==> src/rtl/hazard_ctrl.sv <==
// -----------------------------------------------------------------------------
// hazard_ctrl
//
// Pipeline hazard controller for the 5-stage core. Sits beside the ID stage
// and decides, every cycle, whether the front end advances, whether a bubble
// is injected into ID/EX, whether IF/ID is flushed for a taken branch, and
// whether the back half of the pipe is frozen on a data-memory stall.
//
// Priority, highest first:
//   1. reset            -> idle outputs
//   2. MemStall_i       -> global freeze; FSM state and down-counter hold
//   3. HOLD state       -> continue a multi-cycle load-use stall
//   4. load-use hit     -> first load-use stall cycle (0-cycle latency)
//   5. otherwise        -> run; flush IF/ID if Branch_i
//
// Parameters:
//   REG_AW     register-index width
//   LOAD_STALL bubble cycles per load-use hazard (1..15)
//   CNT_W      width of the performance counters
//
// Ports:
//   clk_i, rst_n_i        clock (rising edge), async active-low reset
//   IDEX_MemRead_i        instruction in ID/EX is a load
//   IDEX_RegRT_i          load destination register
//   IFID_RegRS_i/RegRT_i  source registers of the instruction in IF/ID
//   IFID_UsesRT_i         IF/ID instruction reads RT as a source
//   Branch_i              branch taken, resolved in ID
//   MemStall_i            data memory not ready this cycle
//   WritePC_o             PC write enable
//   WriteIFID_o           IF/ID write enable
//   mux8_o                select bubble (zero control) into ID/EX
//   FlushIFID_o           clear IF/ID on the next edge
//   StallAll_o            freeze ID/EX, EX/MEM, MEM/WB
//   LoadStallCnt_o        load-use stall cycle count (saturating)
//   MemStallCnt_o         memory freeze cycle count (saturating)
//
// Build option:
//   HAZARD_PERF_EN  when defined, the two saturating performance counters are
//                   built; otherwise both counter outputs are tied to zero.
// -----------------------------------------------------------------------------
module hazard_ctrl #(
  parameter int REG_AW     = 5,
  parameter int LOAD_STALL = 1,
  parameter int CNT_W      = 16
) (
  input  logic              clk_i,
  input  logic              rst_n_i,
  input  logic              IDEX_MemRead_i,
  input  logic [REG_AW-1:0] IDEX_RegRT_i,
  input  logic [REG_AW-1:0] IFID_RegRS_i,
  input  logic [REG_AW-1:0] IFID_RegRT_i,
  input  logic              IFID_UsesRT_i,
  input  logic              Branch_i,
  input  logic              MemStall_i,
  output logic              WritePC_o,
  output logic              WriteIFID_o,
  output logic              mux8_o,
  output logic              FlushIFID_o,
  output logic              StallAll_o,
  output logic [CNT_W-1:0]  LoadStallCnt_o,
  output logic [CNT_W-1:0]  MemStallCnt_o
);

  typedef enum logic [0:0] {
    ST_IDLE = 1'b0,
    ST_HOLD = 1'b1
  } state_t;

  // Remaining stall cycles after the first one, loaded on entry to HOLD.
  localparam logic [3:0] HOLD_INIT = 4'(LOAD_STALL - 1);

  state_t     r_state;
  state_t     w_state_nxt;
  logic [3:0] r_cnt;
  logic [3:0] w_cnt_nxt;

  logic w_hit;
  logic w_pc_we;
  logic w_ifid_we;
  logic w_bubble;
  logic w_flush;
  logic w_stall_all;

  // Load-use hazard: register 0 is hard-wired and never creates a dependency.
  // RT only matters when the IF/ID instruction actually reads it.
  assign w_hit = IDEX_MemRead_i
               & (IDEX_RegRT_i != '0)
               & ((IDEX_RegRT_i == IFID_RegRS_i)
                  | (IFID_UsesRT_i & (IDEX_RegRT_i == IFID_RegRT_i)));

  // FSM state register
  always_ff @(posedge clk_i or negedge rst_n_i) begin
    if (!rst_n_i) begin
      r_state <= ST_IDLE;
      r_cnt   <= 4'd0;
    end else begin
      r_state <= w_state_nxt;
      r_cnt   <= w_cnt_nxt;
    end
  end

  // Next-state and control outputs. Outputs are combinational so a stall
  // takes effect in the same cycle the hazard is visible. The rst_n_i term
  // forces idle outputs while reset is held, even with a hazard on the inputs.
  always_comb begin
    w_state_nxt = r_state;
    w_cnt_nxt   = r_cnt;
    w_pc_we     = 1'b1;
    w_ifid_we   = 1'b1;
    w_bubble    = 1'b0;
    w_flush     = 1'b0;
    w_stall_all = 1'b0;

    if (!rst_n_i) begin
      w_state_nxt = ST_IDLE;
      w_cnt_nxt   = 4'd0;
    end else if (MemStall_i) begin
      // Whole pipe frozen: ID/EX still holds the same load, so any hit is
      // simply re-evaluated once the memory stall clears.
      w_pc_we     = 1'b0;
      w_ifid_we   = 1'b0;
      w_stall_all = 1'b1;
    end else if (r_state == ST_HOLD) begin
      w_pc_we   = 1'b0;
      w_ifid_we = 1'b0;
      w_bubble  = 1'b1;
      w_cnt_nxt = r_cnt - 4'd1;
      if (r_cnt == 4'd1) begin
        w_state_nxt = ST_IDLE;
      end
    end else if (w_hit) begin
      w_pc_we   = 1'b0;
      w_ifid_we = 1'b0;
      w_bubble  = 1'b1;
      if (LOAD_STALL > 1) begin
        w_state_nxt = ST_HOLD;
        w_cnt_nxt   = HOLD_INIT;
      end
    end else begin
      // A branch is only honoured when nothing is stalled; a stalled branch
      // re-resolves later with correct operands.
      w_flush = Branch_i;
    end
  end

  assign WritePC_o   = w_pc_we;
  assign WriteIFID_o = w_ifid_we;
  assign mux8_o      = w_bubble;
  assign FlushIFID_o = w_flush;
  assign StallAll_o  = w_stall_all;

`ifdef HAZARD_PERF_EN
  logic [CNT_W-1:0] r_load_cnt;
  logic [CNT_W-1:0] r_mem_cnt;

  // Saturating event counters, cleared only by reset.
  always_ff @(posedge clk_i or negedge rst_n_i) begin
    if (!rst_n_i) begin
      r_load_cnt <= '0;
      r_mem_cnt  <= '0;
    end else begin
      if (w_bubble && (r_load_cnt != '1)) begin
        r_load_cnt <= r_load_cnt + CNT_W'(1);
      end
      if (w_stall_all && (r_mem_cnt != '1)) begin
        r_mem_cnt <= r_mem_cnt + CNT_W'(1);
      end
    end
  end

  assign LoadStallCnt_o = r_load_cnt;
  assign MemStallCnt_o  = r_mem_cnt;
`else
  assign LoadStallCnt_o = '0;
  assign MemStallCnt_o  = '0;
`endif

endmodule
==> config.mk <==
export PLATFORM = sky130hd
export DESIGN_NAME = hazard_ctrl
export DESIGN_NICKNAME = d
export VERILOG_FILES = /design/src/rtl/hazard_ctrl.sv
export SDC_FILE = /design/constraint.sdc
export NUM_CORES = 1
export LEC_CHECK = 0
export BUFFER_PORTS_ARGS = -buffer_cell sky130_fd_sc_hd__buf_2
export CORE_MARGIN = 4
export CORE_UTILIZATION = 30
export CTS_CLUSTER_SIZE = 25
export DETAILED_ROUTE_END_ITERATION = 7
export PLACE_DENSITY = 0.68
export SETUP_SLACK_MARGIN = 0.1
export SYNTH_ARGS = -nofsm -noshare
export SYNTH_HDL_FRONTEND = slang
export SYNTH_SLANG_ARGS = --single-unit
==> constraint.sdc <==
create_clock -name clk_i -period 1.4 [get_ports clk_i]
set_input_delay 0.07 -clock clk_i [delete_from_list [all_inputs] [get_ports clk_i]]
set_output_delay 0.07 -clock clk_i [all_outputs]
set_load 0.1 [all_outputs]
# --- Yosys cells after proc, flatten, opt, wreduce, memory -nomap -nowiden ---
# Cells that the tools add are included.
word_totals:
  ff_bits: 5
classes:
  n_reduce_logical: 2
  n_eq_ne: 5
  mux: 21
  bitwise_logic: 4
  n_addsub: 1
op_table:
  columns: ["cell", "n"]
  rows:
  - ["1-bit 2-to-1 mux", 18]
  - ["4-bit 2-to-1 mux", 3]
  - ["5-bit equality test", 2]
  - ["5-bit nonzero test", 1]
  - ["4-bit by 1-bit equality test with 1-bit output, second input constant", 1]
  - ["4-bit by 1-bit subtractor with 4-bit output, second input constant", 1]
  - ["1-bit AND", 3]
  - ["2-bit by 1-bit inequality test with 1-bit output, second input constant", 1]
  - ["2-bit inequality test, second input constant", 1]
  - ["2-bit AND reduction", 1]
  - ["1-bit OR", 1]

# --- Depth between registers and ports, before layout ---
logic_depth:
  word_depth: 8
  mapped_depth: 5
  mapped_depth_nobuf: 5

# --- Worst setup path before layout ---
# OpenSTA, ideal clock, no wires.
synth_timing:
  path_kind: "input to output"
  from: "input IDEX_RegRT_i[1]"
  to: "output WritePC_o"
  t_arrival_ns: 3.013
  path_stages: 4
  slack_ns: -1.683
  path_cell_list: "or4_1 > o21a_1 > a31oi_1 > buf_4"
synth_via:
  elab_chain_len: 8
synth_rtl:
  columns: ["element", "line_no", "source"]
  rows:
  - ["start, declared", "49", "input logic [REG_AW-1:0] IDEX_RegRT_i,"]
  - ["5-bit equality test", "89", "| (IFID_UsesRT_i & (IDEX_RegRT_i == IFID_RegRT_i)));"]
  - ["1-bit AND", "89", null]
  - ["1-bit OR", "89", null]
  - ["1-bit AND *", "88", "& ((IDEX_RegRT_i == IFID_RegRS_i)"]
  - ["1-bit 2-to-1 mux * (4 in series)", null, null]
  - ["end, declared", "55", "output logic WritePC_o,"]
# Every way passes the cells marked *; elsewhere a longest branch is shown, timed or not.

# --- Final worst setup path ---
layout_timing:
  from: "input IDEX_RegRT_i[4]"
  to: "output FlushIFID_o"
layout_via:
  elab_chain_len: 8
layout_rtl:
  columns: ["element", "line_no", "source"]
  rows:
  - ["5-bit equality test", "89", null]
  - ["1-bit AND", "89", null]
  - ["1-bit OR", "89", null]
  - ["1-bit AND *", "88", null]
  - ["1-bit 2-to-1 mux *", "131", "end else if (w_hit) begin"]
  - ["1-bit 2-to-1 mux *", "123", "end else if (r_state == ST_HOLD) begin"]
  - ["1-bit 2-to-1 mux *", "117", "end else if (MemStall_i) begin"]
  - ["1-bit 2-to-1 mux *", "114", "if (!rst_n_i) begin"]
  - ["end, declared", "58", "output logic FlushIFID_o,"]
# Marked as above.

==> flow_summary.json <==
{
  "status": "finished, violations left",
  "violations": "negative setup slack",
  "grt_use_total_pct": 9.40,
  "syn-instance-count": 83,
  "yosysWarningCount": 0,
  "via_count": 579,
  "hold_depth": 2,
  "worst_slack_ns": -0.142,
  "drt_iter0_markers": 3,
  "fin_cells": 149,
  "root_buffer": "clkbuf_4",
  "gp_congestion": 0.686,
  "timing.rr.end": "r_cnt[3]",
  "clk_pin_slew_ns": 0.04,
  "final_common_cell": "conb_1",
  "crit_path_frequent_cell": "buf_6",
  "p_int_w": 0.000350,
  "grt_pass1_vias": 578,
  "synth_fa_ha_area_share_pct": 3.66,
  "final_cell_mix": "conb_1 (32), buf_2 (19), xnor2_1 (12)",
  "clkPwrFrac_pct": 18.7,
  "n_antenna_cell": 0,
  "rows": 17,
  "crit_slowest_cell": "or4_1",
  "synth_edf_count": 0,
  "vias_per_cell": 3.89,
  "worstHoldStart": "rst_n_i",
  "die_h_um": 55.8,
  "p_sw_share_pct": 60.6,
  "end_kind": "output port",
  "yosys.area.top_type": "buf_4",
  "leakage_nw": 0.478,
  "clkLatencyLatePin_ns": 0.24,
  "cts_buffers": 3,
  "clockBufferDepth": 2,
  "setup_viol": 4,
  "worstReg2RegStart": "r_state",
  "finalCoreUtilization_pct": 43.6,
  "firstDrtPassIters": 2,
  "grt_max_degree": 8,
  "fin_crit_ns": 1.54,
  "start_util_pct": 31.2,
  "drive_gt1_share_pct": 37.2,
  "path_class": "input pin to output port",
  "cap_violations": 0,
  "synthSimpleGateAreaFrac_pct": 17.6,
  "drc": 0,
  "ys_ff_latch": 5,
  "max_stage_delay_ns": 0.51,
  "synthXorXnorAreaFrac_pct": 16.6,
  "die-area_um2": 3110,
  "port_buffers": 25,
  "worstPathMaxFanout": 2,
  "cts_tree": "yes",
  "crit_chain": "buf_6, or4_1, o21a_2, buf_6, a211oi_4, buf_12",
  "powerDensity_nw_per_um2": 928,
  "totalWireLength_um": 1470,
  "core_area_um2": 2190,
  "hold_path.class": "input pin to flip-flop",
  "timing.final.hold_violations": 0,
  "synth_mux_area_share_pct": 0,
  "fin_hold_ws_ns": 0.116,
  "synth_top_family_by_area": "buffers and inverters",
  "arrival_ns": 1.47,
  "reg2regPathDepth": 4,
  "ant_nets": 0,
  "cp-start-kind": "input pin",
  "worst_ir_drop_vdd_mv": 0.469,
  "seq_area_frac_synth_pct": 18.3,
  "cts_sinks": 5,
  "grt_setup_unrepaired": "yes",
  "synthFlopType": "dfrtp_1",
  "yosys-top-cells-area": "buf_4 (36%), dfrtp_1 (18%), xnor2_1 (15%)",
  "power.net_switching_w": 0.000538,
  "min_delay_worst_endpoint": "r_cnt[0]",
  "slew_violations": 0,
  "timing.fmax_ghz": 0.648,
  "synth-async-reset-ratio_pct": 100,
  "dp.cells": 142,
  "wire_per_inst_um": 9.88,
  "crit_required_ns": 1.33,
  "grt_pass1_wl_um": 2300,
  "grt-ovfl-total": 0,
  "dp_worst_setup_slack_ns": -0.206,
  "finalPower_w": 0.000887,
  "seqPwrFrac_pct": 16.3,
  "synthDominantCellAreaShare_pct": 36.2,
  "rrSetupSlack_ns": 0.27,
  "ys_types": 25,
  "dieWidth_um": 55.8,
  "pin_count": 58,
  "fin_nets": 145,
  "fin_skew_ns": 0.000695,
  "htree_levels": 1,
  "fillerInstances": 213,
  "hpwl_um": 1270,
  "syn_area_per_cell_um2": 8.25,
  "netlist_area_um2": 684,
  "area_growth_pct": 39.7,
  "comb_power_share_pct": 64.9,
  "synth-compound-area-share_pct": 6.03,
  "antenna_found_initial": 0,
  "fin_crit_sh_pct": 110
}
[cell families after synthesis]
group | count (synthesis)
AOI/OAI and AO/OA | 6
buffers and inverters | 35
xor gates and xnor gates | 13
DFF | 5
other | 1
and+or+nand+nor | 21
adders and majority gates | 2
[power by group through the flow]
| stage | clock network [W] | registers [W] | logic, W |
|---|---|---|---|
| floorplan | 0 | 0.000147 | 0.000549 |
| global placement | 0 | 0.000147 | 0.000556 |
| detailed placement | 0 | 0.000147 | 0.000560 |
| CTS | 0.000173 | 0.000145 | 0.000571 |
| global route | 0.000186 | 0.000145 | 0.000594 |
| finish | 0.000166 | 0.000145 | 0.000576 |
[metrics by stage]
stage / area, um^2 / setup TNS [ns]
final: 956 / -0.524
after global routing: 956 / -0.672
after CTS: 936 / -0.507
after detailed placement: 857 / -0.690
after global placement: 857 / -0.608
after floorplan: 852 / -0.902
[timing repair]
item                       in CTS  in global routing
hold endpoints to repair        5                  0
hold buffers                    2                  0
gates cloned                    0                  0
resized for setup               6                  4
pin swaps                       3                  1
setup endpoints to repair       4                  5
buffers inserted                1                  0
[synth_stat cells (2+ instances only)]
| library cell | n |
|---|---|
| xnor2_1 | 12 |
| ha_1 | 2 |
| dfrtp_1 | 5 |
| nand2b_1 | 2 |
| and2_1 | 5 |
| inv_1 | 2 |
| buf_4 | 33 |
| nand2_1 | 5 |
[worst max-delay path by stage]
stage	from	to	slack (ns)	cells past startpoint
3_5_place_dp	IDEX_RegRT_i[1]	mux8_o	-0.21	6
3_3_place_gp	IDEX_RegRT_i[1]	FlushIFID_o	-0.19	6
4_1_cts	IDEX_RegRT_i[4]	FlushIFID_o	-0.15	6
2_1_floorplan	IDEX_RegRT_i[1]	FlushIFID_o	-0.39	3
6_report	IDEX_RegRT_i[4]	FlushIFID_o	-0.14	6
5_1_grt	IDEX_RegRT_i[4]	FlushIFID_o	-0.19	6
[state kept, by name (all words and copies together) (netlist names)]
signal   flops
r_cnt        4
r_state      1
[critical path, delay by kind of cell]
family / cells / cell delay (ns)
simple gates: 1 / 0.51
compound gates: 2 / 0.46
buf+inv: 3 / 0.42
[routing by layer]
metal | global-route usage (%) | part of all wire, % | up-vias
met2 | 17.4 | 55 | 32
li1 | - | - | 280
met1 | 8.65 | 31 | 265
met3 | 5.10 | 13 | 2
met4 | 3.13 | 0.54 | 0
met5 | 0 | 0 | -
[cell type report]
class	count	area, um^2	area share (%)
clock buffer	4	26.3	2.75
inverter	2	7.51	0.785
multi-input combinational	74	472	49.3
sequential	5	126	13.2
tap	28	35.0	3.66
timing repair buffer	36	289	30.2
(Power assumes the default switching activity.)
